<file path="src/rtl/drum_trigger_gen.sv">
// Per-instrument 8-step hit patterns turned into trigger pulses and fixed-length gates
// on each sequencer beat entry; the beat index is resynchronised from the slow clock domain.
module drum_trigger_gen #(
    parameter int unsigned GATE_CYCLES = 2500000
) (
    input  logic       clk,
    input  logic       reset,
    input  logic [7:0] pattern_in,
    input  logic       ld_ins1,
    input  logic       ld_ins2,
    input  logic       ld_ins3,
    input  logic       ld_ins4,
    input  logic       play,
    input  logic [3:0] timing,
    output logic [3:0] trig,
    output logic [3:0] gate,
    output logic [3:0] hits,
    output logic [7:0] step_led
);

    localparam int unsigned CW = $clog2(GATE_CYCLES + 1);
    localparam logic [CW-1:0] GateLoad = CW'(GATE_CYCLES);

    logic [3:0]         ld;
    logic [3:0][7:0]    pat_q, pat_d;
    logic [3:0]         t_s1_q, t_s2_q, t_s3_q;
    logic [3:0]         t_stab_q, t_stab_d;
    logic [3:0]         step_q, step_d;
    logic [3:0]         trig_q, trig_d;
    logic [3:0][CW-1:0] cnt_q, cnt_d;

    logic       update;
    logic       new_valid;
    logic [2:0] new_idx;
    logic       cur_valid;
    logic [2:0] cur_idx;

    assign ld = {ld_ins4, ld_ins3, ld_ins2, ld_ins1};

    // A new beat index is accepted only once it has held for two consecutive cycles.
    assign update    = (t_s2_q == t_s3_q) && (t_s2_q != t_stab_q);
    assign new_valid = (t_s2_q != 4'd0) && (t_s2_q <= 4'd8);
    assign new_idx   = 3'(t_s2_q - 4'd1);
    assign cur_valid = (step_q != 4'd0) && (step_q <= 4'd8);
    assign cur_idx   = 3'(step_q - 4'd1);

    always_comb begin
        pat_d = pat_q;
        for (int i = 0; i < 4; i++) begin
            if (ld[i]) begin
                pat_d[i] = pattern_in;
            end
        end
    end

    assign t_stab_d = update ? t_s2_q : t_stab_q;

    always_comb begin
        step_d = step_q;
        trig_d = '0;
        for (int i = 0; i < 4; i++) begin
            cnt_d[i] = (cnt_q[i] != '0) ? cnt_q[i] - CW'(1) : cnt_q[i];
        end
        if (!play) begin
            step_d = 4'd0;
            cnt_d  = '0;
        end else if (update) begin
            if (new_valid) begin
                step_d = t_s2_q;
                for (int i = 0; i < 4; i++) begin
                    if (pat_q[i][new_idx]) begin
                        trig_d[i] = 1'b1;
                        cnt_d[i]  = GateLoad;
                    end
                end
            end else begin
                step_d = 4'd0;
            end
        end
    end

    always_ff @(posedge clk or negedge reset) begin
        if (!reset) begin
            pat_q    <= '0;
            t_s1_q   <= 4'd0;
            t_s2_q   <= 4'd0;
            t_s3_q   <= 4'd0;
            t_stab_q <= 4'd0;
            step_q   <= 4'd0;
            trig_q   <= 4'd0;
            cnt_q    <= '0;
        end else begin
            pat_q    <= pat_d;
            t_s1_q   <= timing;
            t_s2_q   <= t_s1_q;
            t_s3_q   <= t_s2_q;
            t_stab_q <= t_stab_d;
            step_q   <= step_d;
            trig_q   <= trig_d;
            cnt_q    <= cnt_d;
        end
    end

    always_comb begin
        trig     = trig_q;
        gate     = '0;
        hits     = '0;
        step_led = '0;
        for (int i = 0; i < 4; i++) begin
            gate[i] = (cnt_q[i] != '0);
            hits[i] = cur_valid && pat_q[i][cur_idx];
        end
        if (cur_valid) begin
            step_led = 8'd1 << cur_idx;
        end
    end

endmodule

</file>
<file path="config.mk">
export PLATFORM = sky130hd
export DESIGN_NAME = drum_trigger_gen
export DESIGN_NICKNAME = d
export VERILOG_FILES = /design/src/rtl/drum_trigger_gen.sv
export SDC_FILE = /design/constraint.sdc
export NUM_CORES = 1
export LEC_CHECK = 0
export BUFFER_PORTS_ARGS = -buffer_cell sky130_fd_sc_hd__buf_2
export CAP_MARGIN = 20
export CORE_ASPECT_RATIO = 0.9
export CORE_UTILIZATION = 41
export DETAILED_ROUTE_END_ITERATION = 10
export HOLD_SLACK_MARGIN = 0.08
export PLACE_DENSITY = 0.67
export SETUP_SLACK_MARGIN = 0.5
export SLEW_MARGIN = 20
export SYNTH_ARGS = -nofsm -noshare
export SYNTH_HDL_FRONTEND = slang
export SYNTH_SLANG_ARGS = --single-unit
</file>
<file path="constraint.sdc">
create_clock -name clk -period 4.2 [get_ports clk]
set_input_delay 0.63 -clock clk [delete_from_list [all_inputs] [get_ports clk]]
set_output_delay 0.63 -clock clk [all_outputs]
set_load 0.02 [all_outputs]
</file>
==> results.md <==
Power:
- Dividing total power by cell area gives a power density of approximately 740 nW/um2.
- The sequential fraction of design power is 0.333.
- The switching power share of the total is 0.396.
- IR analysis of the VDD net gives a maximum drop of 0.000292 V.
- For this design the static power due to leakage is 3.61 nW.
- Of the total power, the clock network draws 0.255.
- The internal power summed over all cells is 3.79 mW.
- For this design the total switching power over the nets is 2.49 mW.
- The part of the total power dissipated in combinational logic is 0.412.

Timing:
- The headroom to the max-slew limit is 0.416.
- Setup slack closes at 0.855 ns.
- The aggregate negative setup slack is 0 ns.
- The share of the clock period used by the worst path is 0.796.
- For the pin with the worst max-slew slack, the measured transition is around 0.87 ns.
- Hold is met by around 0.2 ns.
- Between clock sinks in the finished design, the worst skew comes to 0.0140 ns.
- The total count of hold-check failures in the final report is 0.
- The clock period minus final worst setup slack is ~3.3 ns.
- The count of pins over their slew limit was 0.
- Setup violations remaining at the end of the flow were counted as 0.
- Setup repair after global routing left no endpoint under its margin.
- For this run, the top clock speed supported by timing is 0.299 GHz.

Placement:
- The pre-CTS setup slack is about 1.2 ns.
- At the end of routability-driven placement, the weighted congestion stood at 0.804.
- The detailed placement HPWL is 10600 um.
- The placed instances occupy a cell area of 7900 um2.
- The number of placed instances with taps included is 952.
- Input and output buffers added on the ports amount to 38.

Setup path:
- The maximum fanout count along the critical path is 13.
- The critical path is of the reg -> out type.
- The master of the slowest instance on the critical path is sky130_fd_sc_hd__nor3_2.
- The signal on the critical path passes through nor4_1 -> nand3_1 -> nor3_2 -> inv_1 -> buf_2.
- For the worst setup path, the data required time is 3.57 ns.
- The largest single stage delay on the critical path is 0.51 ns.
- The worst setup path is captured at an output pin.
- The critical path data arrival time is 2.71 ns.
- The startpoint type of the worst setup path is a flip-flop.

Yosys:
- After technology mapping, the gate count stands at 699.
- Of the total synthesized cell area, the portion taken by full adders, half adders and majority gates is 0.0234.
- The count of unique library cells instantiated by Yosys is 50.
- The main combinational cell family by area after synthesis is simple AND/OR/NAND/NOR gates.
- The synthesized-area fraction occupied by and/or/nand/nor cells is 0.185.
- In this run, synthesis produced a sequential element count of roughly 140.
- Yosys mapped a number of flops with a built-in enable equal to 0.
- The total number of yosys warnings is 0.
- The number of nets handed over by synthesis was 732.
- The average size of a mapped cell is approximately 11 um2.
- The post-synth design cell area is ~7500 um2.
- The fraction of registers with async set or reset after synthesis is 1.00.
- For this run, the register share of the synthesized area comes to 0.482.
- Of the total synthesized cell area, the portion taken by XOR and XNOR cells is 0.0597.
- The multiplexer area fraction after synthesis is 0.119.
- The compound-cell area share of the yosys netlist is 0.106.
- Among all flip-flop cells after synthesis, the most frequent one is sky130_fd_sc_hd__dfrtp_1.

Cells and area:
- After routing the design area is roughly 8500 um2.
- Compared with the post-synthesis result, the final layout area differs by 14.1%.
- The finished layout holds slightly below 1000 standard cells, fillers aside.
- 0 antenna diodes ended up in the layout.
- The share of layout cells above drive strength 1 is 0.210.
- The layout net count is 764.

Clock tree:
- The H-tree was split into 4 levels.
- The later pin in the worst-skew pair is clocked with a latency of ~0.43 ns.
- The post-CTS clock slew at the launch and capture registers of the worst setup and hold paths is 0.07 ns.
- The TritonCTS clock tree is built.
- The number of buffers created by CTS is 17.
- The number of buffers inserted by hold repair at cts is 0.
- The clock passes through at most 2 buffers.
- The clock sink count is 144.
- In this run the clock root is driven by a sky130_fd_sc_hd__clkbuf_16.

Drt:
- The iteration-0 DRC count of the detailed router is 312.
- After detailed routing, the number of vias per cell comes to 5.57.
- The first-pass iteration count of the detailed router is 5.
- The count of nets left with antenna violations once routing finished came out at 0.
- Across all layers, the routed design uses 5476 vias.
- The final wirelength is 15800 um.
- The routed length per instance is 16.0 um.
- The number of remaining DRC errors is 0.

Hold path:
- The path class of the tightest hold or removal check is in -> async.

Global routing:
- Entering global routing, the biggest net connects 79 pins.
- The number of antenna violations at the first check in global routing is 0.
- The overall track demand over capacity in global routing is 0.182.
- The number of global-route vias before repair is ~5200.
- The first-pass GRT wire length is 26700 um.
- The remaining global-route overflow is 0.

Run:
- The count of max-cap constraint violations is 0.

Die:
- The row count is 46.
- 39 I/O pins were placed.
- The total die area is between 15000 and 20000 um2.
- Measured along the y axis, the die boundary spans roughly 130 um.
- The die width is 144 um.
- The area inside the core boundary is 17700 um2.
- The initial utilization of the core area, before any placement, comes to 0.422.

Status:
- The run finished with clean final reports.
[final timing paths]
kind | slack, ns | cells past startpoint | end | from
max | 0.86 | 5 | gate[0] | cnt_q[8]
min | 0.19 | 1 | cnt_q[70] | reset
max reg2reg | 1.18 | 8 | cnt_q[23] | t_s2_q[0]
min reg2reg | 0.35 | 0 | t_s2_q[0] | t_s1_q[0]
max in group asynchronous | 3.14 | 2 | cnt_q[59] | reset
min in group clk | 0.31 | 1 | t_s1_q[1] | timing[1]
[flip-flops by register name (all words and copies together), names as in the netlist]
signal    flops
t_stab_q      4
trig          4
t_s3_q        4
t_s1_q        4
cnt_q        88
pat_q        32
step_q        4
t_s2_q        4
[what timing repair did]
item / CTS / global route
setup buffers: 0 / 0
gates resized for setup: 0 / 1
endpoints found under the setup margin: 0 / 1
[cells by family after synthesis]
logic type,after synthesis
AOI/OAI and AO/OA,129
xor gates and xnor gates,51
adders and majority gates,14
buffers and inverters,47
DFF,144
muxes,64
and+or+nand+nor,250
[cell usage in the layout (no fill, tap or decap), drive strengths merged, types with 4 or more instances in the layout]
cell type	n
or2	5
clkbuf	18
or3	26
nand3	11
nand2b	5
nor4	20
nor2	58
a21oi	43
o211ai	4
a211oi	4
or4	22
xnor2	33
a22o	4
o21ai	28
mux2	40
inv	25
dfrtp	144
mux4	16
nand4	10
xor2	18
mux2i	8
buf	44
nor2b	4
nand2	32
nand3b	6
or3b	4
ha	14
nor3	25
a31oi	19
o31ai	14
and2	11
[layout make-up]
| class | instances | area [um2] |
|---|---|---|
| clock buffers | 18 | 429 |
| inverters | 16 | 60.1 |
| clock inverters | 14 | 190 |
| multi-input cells | 508 | 3700 |
| well taps | 240 | 300 |
| flip-flops and latches | 144 | 3600 |
| fillers | 1665 | 9190 |
| repair buffers | 44 | 254 |
[through the flow]
step | util | total power [mW]
final | 0.481 | 6.28
after global routing | 0.481 | 6.76
after CTS | 0.481 | 6.29
after detailed placement | 0.446 | 4.65
after global placement | 0.446 | 4.61
after floorplan | - | 4.11
[power by group through the flow]
stage          Clock, mW  Sequential [mW]  Combinational (mW)
2_1_floorplan          0             2.01                2.10
3_3_place_gp           0             2.09                2.52
3_5_place_dp           0             2.10                2.55
4_1_cts             1.63             2.08                2.57
5_1_grt             1.69             2.14                2.93
6_report            1.60             2.09                2.59
[Yosys cell counts (9+ instances only)]
cell type                  count  area share
sky130_fd_sc_hd__dfrtp_1     144        0.48
sky130_fd_sc_hd__nor2_1       58       0.029
sky130_fd_sc_hd__a21oi_1      43       0.029
sky130_fd_sc_hd__mux2_2       40       0.060
sky130_fd_sc_hd__xnor2_1      33       0.039
sky130_fd_sc_hd__nand2_1      32       0.016
sky130_fd_sc_hd__o21ai_0      28       0.019
sky130_fd_sc_hd__nor3_1       25       0.017
sky130_fd_sc_hd__or3_1        21       0.018
sky130_fd_sc_hd__clkbuf_1     20       0.010
sky130_fd_sc_hd__a31oi_1      19       0.016
sky130_fd_sc_hd__nor4_1       19       0.016
sky130_fd_sc_hd__or4_1        19       0.019
sky130_fd_sc_hd__xor2_1       18       0.021
sky130_fd_sc_hd__inv_1        16      0.0080
sky130_fd_sc_hd__mux4_2       16       0.048
sky130_fd_sc_hd__ha_1         14       0.023
sky130_fd_sc_hd__o31ai_1      14       0.014
sky130_fd_sc_hd__and2_1       11      0.0092
sky130_fd_sc_hd__nand3_1      11      0.0074
sky130_fd_sc_hd__nand4_1      10      0.0084
sky130_fd_sc_hd__buf_2         9      0.0060
[worst max-delay path, delay by kind of cell (launching register included)]
kind / cells / cell delay [ns]
buffers and inverters: 2 / 0.43
DFF: 1 / 0.44
and+or+nand+nor: 3 / 1.41
[per-layer routing]
layer	share of wire	vias up	global-route usage
met2	0.45	101	0.270
met3	0.029	13	0.0382
met1	0.51	2705	0.268
met5	0	-	0
met4	0.0089	0	0.0539
li1	-	2657	-
(Power assumes the default switching activity.)
